==> config.mk <==
export PLATFORM = sky130hd
export DESIGN_NAME = dsp_mac_pipe
export DESIGN_NICKNAME = d
export VERILOG_FILES = /design/src/rtl/dsp_mac_pipe.sv
export SDC_FILE = /design/constraint.sdc
export NUM_CORES = 2
export LEC_CHECK = 0
export CAP_MARGIN = 5
export CORE_ASPECT_RATIO = 0.7
export CORE_MARGIN = 4
export CORE_UTILIZATION = 25
export DETAILED_ROUTE_END_ITERATION = 10
export MAX_ROUTING_LAYER = met4
export PLACE_DENSITY = 0.48
export SYNTH_ARGS = -nofsm -noshare
export SYNTH_HDL_FRONTEND = slang
export SYNTH_SLANG_ARGS = --single-unit
==> constraint.sdc <==
create_clock -name CLK -period 11.7 [get_ports CLK]
set_input_delay 2.34 -clock CLK [delete_from_list [all_inputs] [get_ports CLK]]
set_output_delay 2.34 -clock CLK [all_outputs]
set_load 0.02 [all_outputs]
==> src/rtl/dsp_mac_pipe.sv <==
// dsp_mac_pipe: handshaked multiply-accumulate slice.
//
// Datapath: optional pre-adder (A or D+A), full-precision multiply by B,
// then a post-adder that loads M, C+M, P+M or P-M into the output register P.
// The result is range-checked at ACC_WIDTH+2 bits and either clamped or
// wrapped, with OVF flagging that beat.
//
// Ports:
//   CLK        rising-edge clock
//   RSTN       synchronous active-low reset
//   IN_VALID   input beat present
//   IN_READY   slice accepts a beat this cycle
//   A, D       pre-adder operands (A_WIDTH)
//   B          multiplier operand (B_WIDTH)
//   C          post-adder load operand (ACC_WIDTH)
//   MODE       per-beat opcode: [2] pre-add enable, [1:0] post-adder op
//   OUT_VALID  P/OVF hold a result
//   OUT_READY  downstream accepts result
//   P          result / accumulator (ACC_WIDTH)
//   OVF        current result overflowed the accumulator range
//
// Pipeline: input regs (p0) -> PIPE_STAGES multiplier regs -> P/OVF.
// A single global stall (OUT_VALID && !OUT_READY) freezes every stage.
module dsp_mac_pipe #(
    parameter int A_WIDTH     = 18,
    parameter int B_WIDTH     = 18,
    parameter int ACC_WIDTH   = 48,
    parameter int PIPE_STAGES = 2,
    parameter int SIGNED      = 1,
    parameter int SATURATE    = 1
) (
    input  logic                 CLK,
    input  logic                 RSTN,
    input  logic                 IN_VALID,
    output logic                 IN_READY,
    input  logic [A_WIDTH-1:0]   A,
    input  logic [A_WIDTH-1:0]   D,
    input  logic [B_WIDTH-1:0]   B,
    input  logic [ACC_WIDTH-1:0] C,
    input  logic [2:0]           MODE,
    output logic                 OUT_VALID,
    input  logic                 OUT_READY,
    output logic [ACC_WIDTH-1:0] P,
    output logic                 OVF
);

    localparam int   AD_W = A_WIDTH + 1;
    localparam int   M_W  = AD_W + B_WIDTH;
    localparam int   R_W  = ACC_WIDTH + 2;
    localparam int   LAST = PIPE_STAGES - 1;
    localparam logic SGN  = (SIGNED != 0);

    if (ACC_WIDTH < M_W) begin : g_bad_acc_width
        $error("dsp_mac_pipe: ACC_WIDTH must be >= A_WIDTH+1+B_WIDTH");
    end
    if (PIPE_STAGES < 1 || PIPE_STAGES > 4) begin : g_bad_pipe_stages
        $error("dsp_mac_pipe: PIPE_STAGES must be in 1..4");
    end

    // Operand extension: sign-extend when SIGNED, zero-extend otherwise.
    function automatic logic [AD_W-1:0] ext_a(input logic [A_WIDTH-1:0] x);
        return {SGN & x[A_WIDTH-1], x};
    endfunction

    function automatic logic [M_W-1:0] widen_ad(input logic [AD_W-1:0] x);
        return {{B_WIDTH{SGN & x[AD_W-1]}}, x};
    endfunction

    function automatic logic [M_W-1:0] widen_b(input logic [B_WIDTH-1:0] x);
        return {{AD_W{SGN & x[B_WIDTH-1]}}, x};
    endfunction

    function automatic logic [R_W-1:0] widen_m(input logic [M_W-1:0] x);
        return {{(R_W-M_W){SGN & x[M_W-1]}}, x};
    endfunction

    function automatic logic [R_W-1:0] widen_acc(input logic [ACC_WIDTH-1:0] x);
        return {{2{SGN & x[ACC_WIDTH-1]}}, x};
    endfunction

    // Returns {ovf, value}. The two guard bits of r decide the range check:
    // signed results must have r[R_W-1:ACC_WIDTH-1] all equal; unsigned
    // results are negative when the top bit is set and too large when bit
    // ACC_WIDTH is set.
    function automatic logic [ACC_WIDTH:0] saturate(input logic [R_W-1:0] r);
        logic                 ovf;
        logic [ACC_WIDTH-1:0] val;
        if (SGN) begin
            ovf = !((r[R_W-1:ACC_WIDTH-1] == '0) || (r[R_W-1:ACC_WIDTH-1] == '1));
            val = r[R_W-1] ? {1'b1, {(ACC_WIDTH-1){1'b0}}}
                           : {1'b0, {(ACC_WIDTH-1){1'b1}}};
        end else begin
            ovf = r[R_W-1] | r[ACC_WIDTH];
            val = r[R_W-1] ? '0 : '1;
        end
        if (!ovf || SATURATE == 0) begin
            val = r[ACC_WIDTH-1:0];
        end
        return {ovf, val};
    endfunction

    logic stall;
    logic adv;

    assign stall    = OUT_VALID && !OUT_READY;
    assign adv      = !stall;
    assign IN_READY = RSTN && !stall;

    // ---- stage 0: input capture ----
    logic                 vld_p0;
    logic [A_WIDTH-1:0]   a_p0;
    logic [A_WIDTH-1:0]   d_p0;
    logic [B_WIDTH-1:0]   b_p0;
    logic [ACC_WIDTH-1:0] c_p0;
    logic [2:0]           mode_p0;

    always_ff @(posedge CLK) begin
        if (!RSTN) begin
            vld_p0 <= 1'b0;
        end else if (adv) begin
            vld_p0 <= IN_VALID;
        end
    end

    always_ff @(posedge CLK) begin
        if (adv && IN_VALID) begin
            a_p0    <= A;
            d_p0    <= D;
            b_p0    <= B;
            c_p0    <= C;
            mode_p0 <= MODE;
        end
    end

    // ---- stages 1..PIPE_STAGES: pre-add, multiply, delay ----
    // Array index i holds pipeline stage p(i+1).
    logic [AD_W-1:0]        ad_c;
    logic [M_W-1:0]         prod_c;
    logic [PIPE_STAGES-1:0] vld_pm;
    logic [M_W-1:0]         prod_pm [PIPE_STAGES];
    logic [ACC_WIDTH-1:0]   c_pm    [PIPE_STAGES];
    logic [1:0]             op_pm   [PIPE_STAGES];

    always_comb begin
        ad_c = ext_a(a_p0);
        if (mode_p0[2]) begin
            ad_c = ext_a(d_p0) + ext_a(a_p0);
        end
        prod_c = widen_ad(ad_c) * widen_b(b_p0);
    end

    always_ff @(posedge CLK) begin
        if (!RSTN) begin
            vld_pm <= '0;
        end else if (adv) begin
            vld_pm[0] <= vld_p0;
            for (int i = 1; i < PIPE_STAGES; i++) begin
                vld_pm[i] <= vld_pm[i-1];
            end
        end
    end

    always_ff @(posedge CLK) begin
        if (adv) begin
            prod_pm[0] <= prod_c;
            c_pm[0]    <= c_p0;
            op_pm[0]   <= mode_p0[1:0];
            for (int i = 1; i < PIPE_STAGES; i++) begin
                prod_pm[i] <= prod_pm[i-1];
                c_pm[i]    <= c_pm[i-1];
                op_pm[i]   <= op_pm[i-1];
            end
        end
    end

    // ---- final stage: post-adder, range check, P/OVF register ----
    logic [R_W-1:0]     r_c;
    logic [ACC_WIDTH:0] sat_c;

    always_comb begin
        case (op_pm[LAST])
            2'b00:   r_c = widen_m(prod_pm[LAST]);
            2'b01:   r_c = widen_acc(c_pm[LAST]) + widen_m(prod_pm[LAST]);
            2'b10:   r_c = widen_acc(P) + widen_m(prod_pm[LAST]);
            default: r_c = widen_acc(P) - widen_m(prod_pm[LAST]);
        endcase
        sat_c = saturate(r_c);
    end

    // Bubbles clear OUT_VALID but leave P intact so a later accumulate
    // continues from the last retired result.
    always_ff @(posedge CLK) begin
        if (!RSTN) begin
            OUT_VALID <= 1'b0;
            P         <= '0;
            OVF       <= 1'b0;
        end else if (adv) begin
            OUT_VALID <= vld_pm[LAST];
            if (vld_pm[LAST]) begin
                P   <= sat_c[ACC_WIDTH-1:0];
                OVF <= sat_c[ACC_WIDTH];
            end
        end
    end

endmodule

==> impl_metrics.tcl <==
set metrics [dict create \
    drtAntennaViolNets 0 \
    synth_area_sq_um 31400 \
    avgSynthCellArea_sq_um 10.05 \
    cts_tree "done" \
    crit_slowest_cell "o2bb2ai_1" \
    clock-sinks 332 \
    floorplan.initialDensity_pct 25.26 \
    grt_remaining_overflow 0 \
    slew_violations 0 \
    cpLargestDelayFamily "adder cells" \
    rows 108 \
    dr.pass1.iters 5 \
    ctsRootBufferMaster "clkbuf_16" \
    drtIter0Drc 1463 \
    antenna_found_initial 5 \
    syn_to_final_growth_pct 14.51 \
    fin_setup_tns_ns 0 \
    portBuffers 159 \
    cts.repair.resized 0 \
    numCtsBuffers 39 \
    final-hold-violation-count 0 \
    clock_latency_ns 0.60 \
    holdBufCountCts 0 \
    synth-edff-count 279 \
    async_reset_ff_share_pct 0 \
    worst_pin_slew_ns 1.164 \
    clk_pin_slew_ns 0.06 \
    clockBufferDepth 3 \
    fmax_mhz 103.4 \
    vias 22800 \
    fill_cells 13050 \
    cp_data_arrival_time_ns 9.97 \
    die-width_um 431.6 \
    drc 0 \
    routed_via_density 4.665 \
    ys_seq_area_share_pct 30.06 \
    die_area_sq_um 131400 \
    die_h_um 304.5 \
    routed_wl_um 92770 \
    drive_gt1_share_pct 5.842 \
    crit_path_max_fanout 10 \
    fin_worst_skew_ns 0.04804 \
    post_cts.repair.setup_buffers 0 \
    cp_num_buf_inv 5 \
    grt_pass1_vias 23680 \
    finalSetupViolations 0 \
    grt_max_degree 71 \
    status "complete, no violations" \
    grt_pass1_wl_um 145100 \
    wire_per_inst_um 18.99 \
    num-nets-final 3874 \
    timing.max_cap.violations 0 \
    dpl.hpwl_um 71980 \
    ioPinCount 160 \
    period_share_pct 82.67 \
    htreeDepth 2 \
    rsz0062_at_grt "false" \
    synth_cell_type_count 87 \
    netlist_instances 3123 \
    slowest_delay_ns 0.91 \
    place_congestion 0.8744 \
    hp-class "reg2reg" \
    crit_top_cell "fa_1" \
    worstSetupStartpointType "flip-flop" \
    slew_headroom_pct 22.41 \
    ys.flop_type "edfxtp_1" \
    fin_crit_ns 9.673 \
    crit_type "reg2reg" \
    cp-end-kind "flip-flop" \
    multiInputGateArea_sq_um 19610 \
    regArea_sq_um 9439 \
    ys_warn_count 0 \
    required_ns 12.00 \
    ys_ff_latch 332 \
    core_area_sq_um 124300 \
    syn-num-nets 3790 \
    grt_use_total_pct 14.60 \
]
[registers in the layout (all words and copies together), names as in the netlist]
name / flops
mode_p0: 3
P: 48
d_p0: 18
OVF: 1
b_p0: 18
vld_p0: 1
OUT_VALID: 1
c_p0: 48
vld_pm: 2
a_p0: 18
op_pm: 4
c_pm: 96
prod_pm: 74
[metrics by stage]
stage	utilization, %	hold slack, ns	instance area (sq um)	setup slack, ns	std cells
after CTS	28.92	0.3755	35950	2.079	4885
after detailed placement	27.91	0.4045	34690	2.162	4816
after global routing	28.92	0.3880	35950	1.468	4885
final	28.92	0.3801	35950	2.027	4886
after global placement	27.91	0.4016	34690	2.300	4816
after floorplan	-	0.4003	31400	1.006	3123
[layer usage]
metal  vias up  track usage (%)  share of wire (%)
met3        80            2.531                6.2
met1     11340            21.70                 51
li1      10760                -                  -
met2       612            20.83                 41
met4         0            2.669                1.8
met5         -                -                  0
[final cells by class]
type | count | share of cell area [%]
clock inverter | 23 | 0.7134
tap | 1650 | 5.742
timing repair buffer | 188 | 5.018
sequential | 332 | 26.25
multi-input combinational | 2173 | 54.54
inverter | 473 | 4.938
clock buffer | 46 | 2.787
antenna | 1 | 0.006960
[synth_stat cells (all sizes together), types with 15 or more instances]
master / n / area, sq um
inv: 473 / 1775
fa: 341 / 6827
edfxtp: 279 / 8378
nand2: 265 / 1005
a21oi: 222 / 1119
ha: 217 / 2715
o21ai: 150 / 758.2
and2: 148 / 925.9
clkbuf: 112 / 420.4
xnor2: 100 / 875.8
nor2: 78 / 295.3
a21o: 64 / 480.5
nor2b: 60 / 375.4
mux2: 58 / 653.1
dfxtp: 53 / 1061
xor2: 47 / 411.6
a221oi: 46 / 402.9
nand4: 37 / 231.5
nand2b: 34 / 212.7
buf: 33 / 172.7
nand3: 33 / 170.2
o21a: 25 / 188.9
nor3: 24 / 125.1
o21bai: 19 / 142.6
a211oi: 16 / 120.1
a311o: 15 / 150.1
a31oi: 15 / 93.84
[cells by family (layout without fill, tap and decap cells)]
| family | Yosys count | after routing | share of synthesized area [%] |
|---|---|---|---|
| AOI/OAI and AO/OA | 667 | 667 | 13.65 |
| buffers and inverters | 618 | 730 | 7.543 |
| xor gates and xnor gates | 147 | 147 | 4.100 |
| and+or+nand+nor | 732 | 732 | 11.83 |
| adders and majority gates | 561 | 561 | 30.48 |
| other | 0 | 1 | 0 |
| muxes | 66 | 66 | 2.335 |
| DFF | 332 | 332 | 30.06 |
[path summary, 6_finish.rpt]
path         cells after the start        start             end  slack [ns]
max                             35      a_p0[0]  prod_pm[0][33]        2.03
min                              0  c_pm[0][28]     c_pm[0][76]        0.38
max reg2reg                     35      a_p0[0]  prod_pm[0][33]        2.03
min reg2reg                      0  c_pm[0][28]     c_pm[0][76]        0.38
[layout by cell type, fill, tap and decap left out, types with 23 or more instances in the layout]
cell type and count:
ha_1 215, clkbuf_16 39, fa_1 341, dfxtp_1 53
clkdlybuf4s50_1 158, nand2b_1 33, o21ai_0 130, a221oi_1 46
xor2_1 47, mux2_2 58, inv_1 473, xnor2_1 100
nor3_1 23, nand4_1 37, edfxtp_1 279, o21a_1 24
nand3_1 32, nor2_1 77, nand2_1 263, a21o_1 64
a21oi_1 220, buf_4 29, nor2b_1 60, and2_1 147
Power is left out: the tool's default activity adds up to more than one toggle a clock period on the data nets, which glitch-free logic cannot reach.
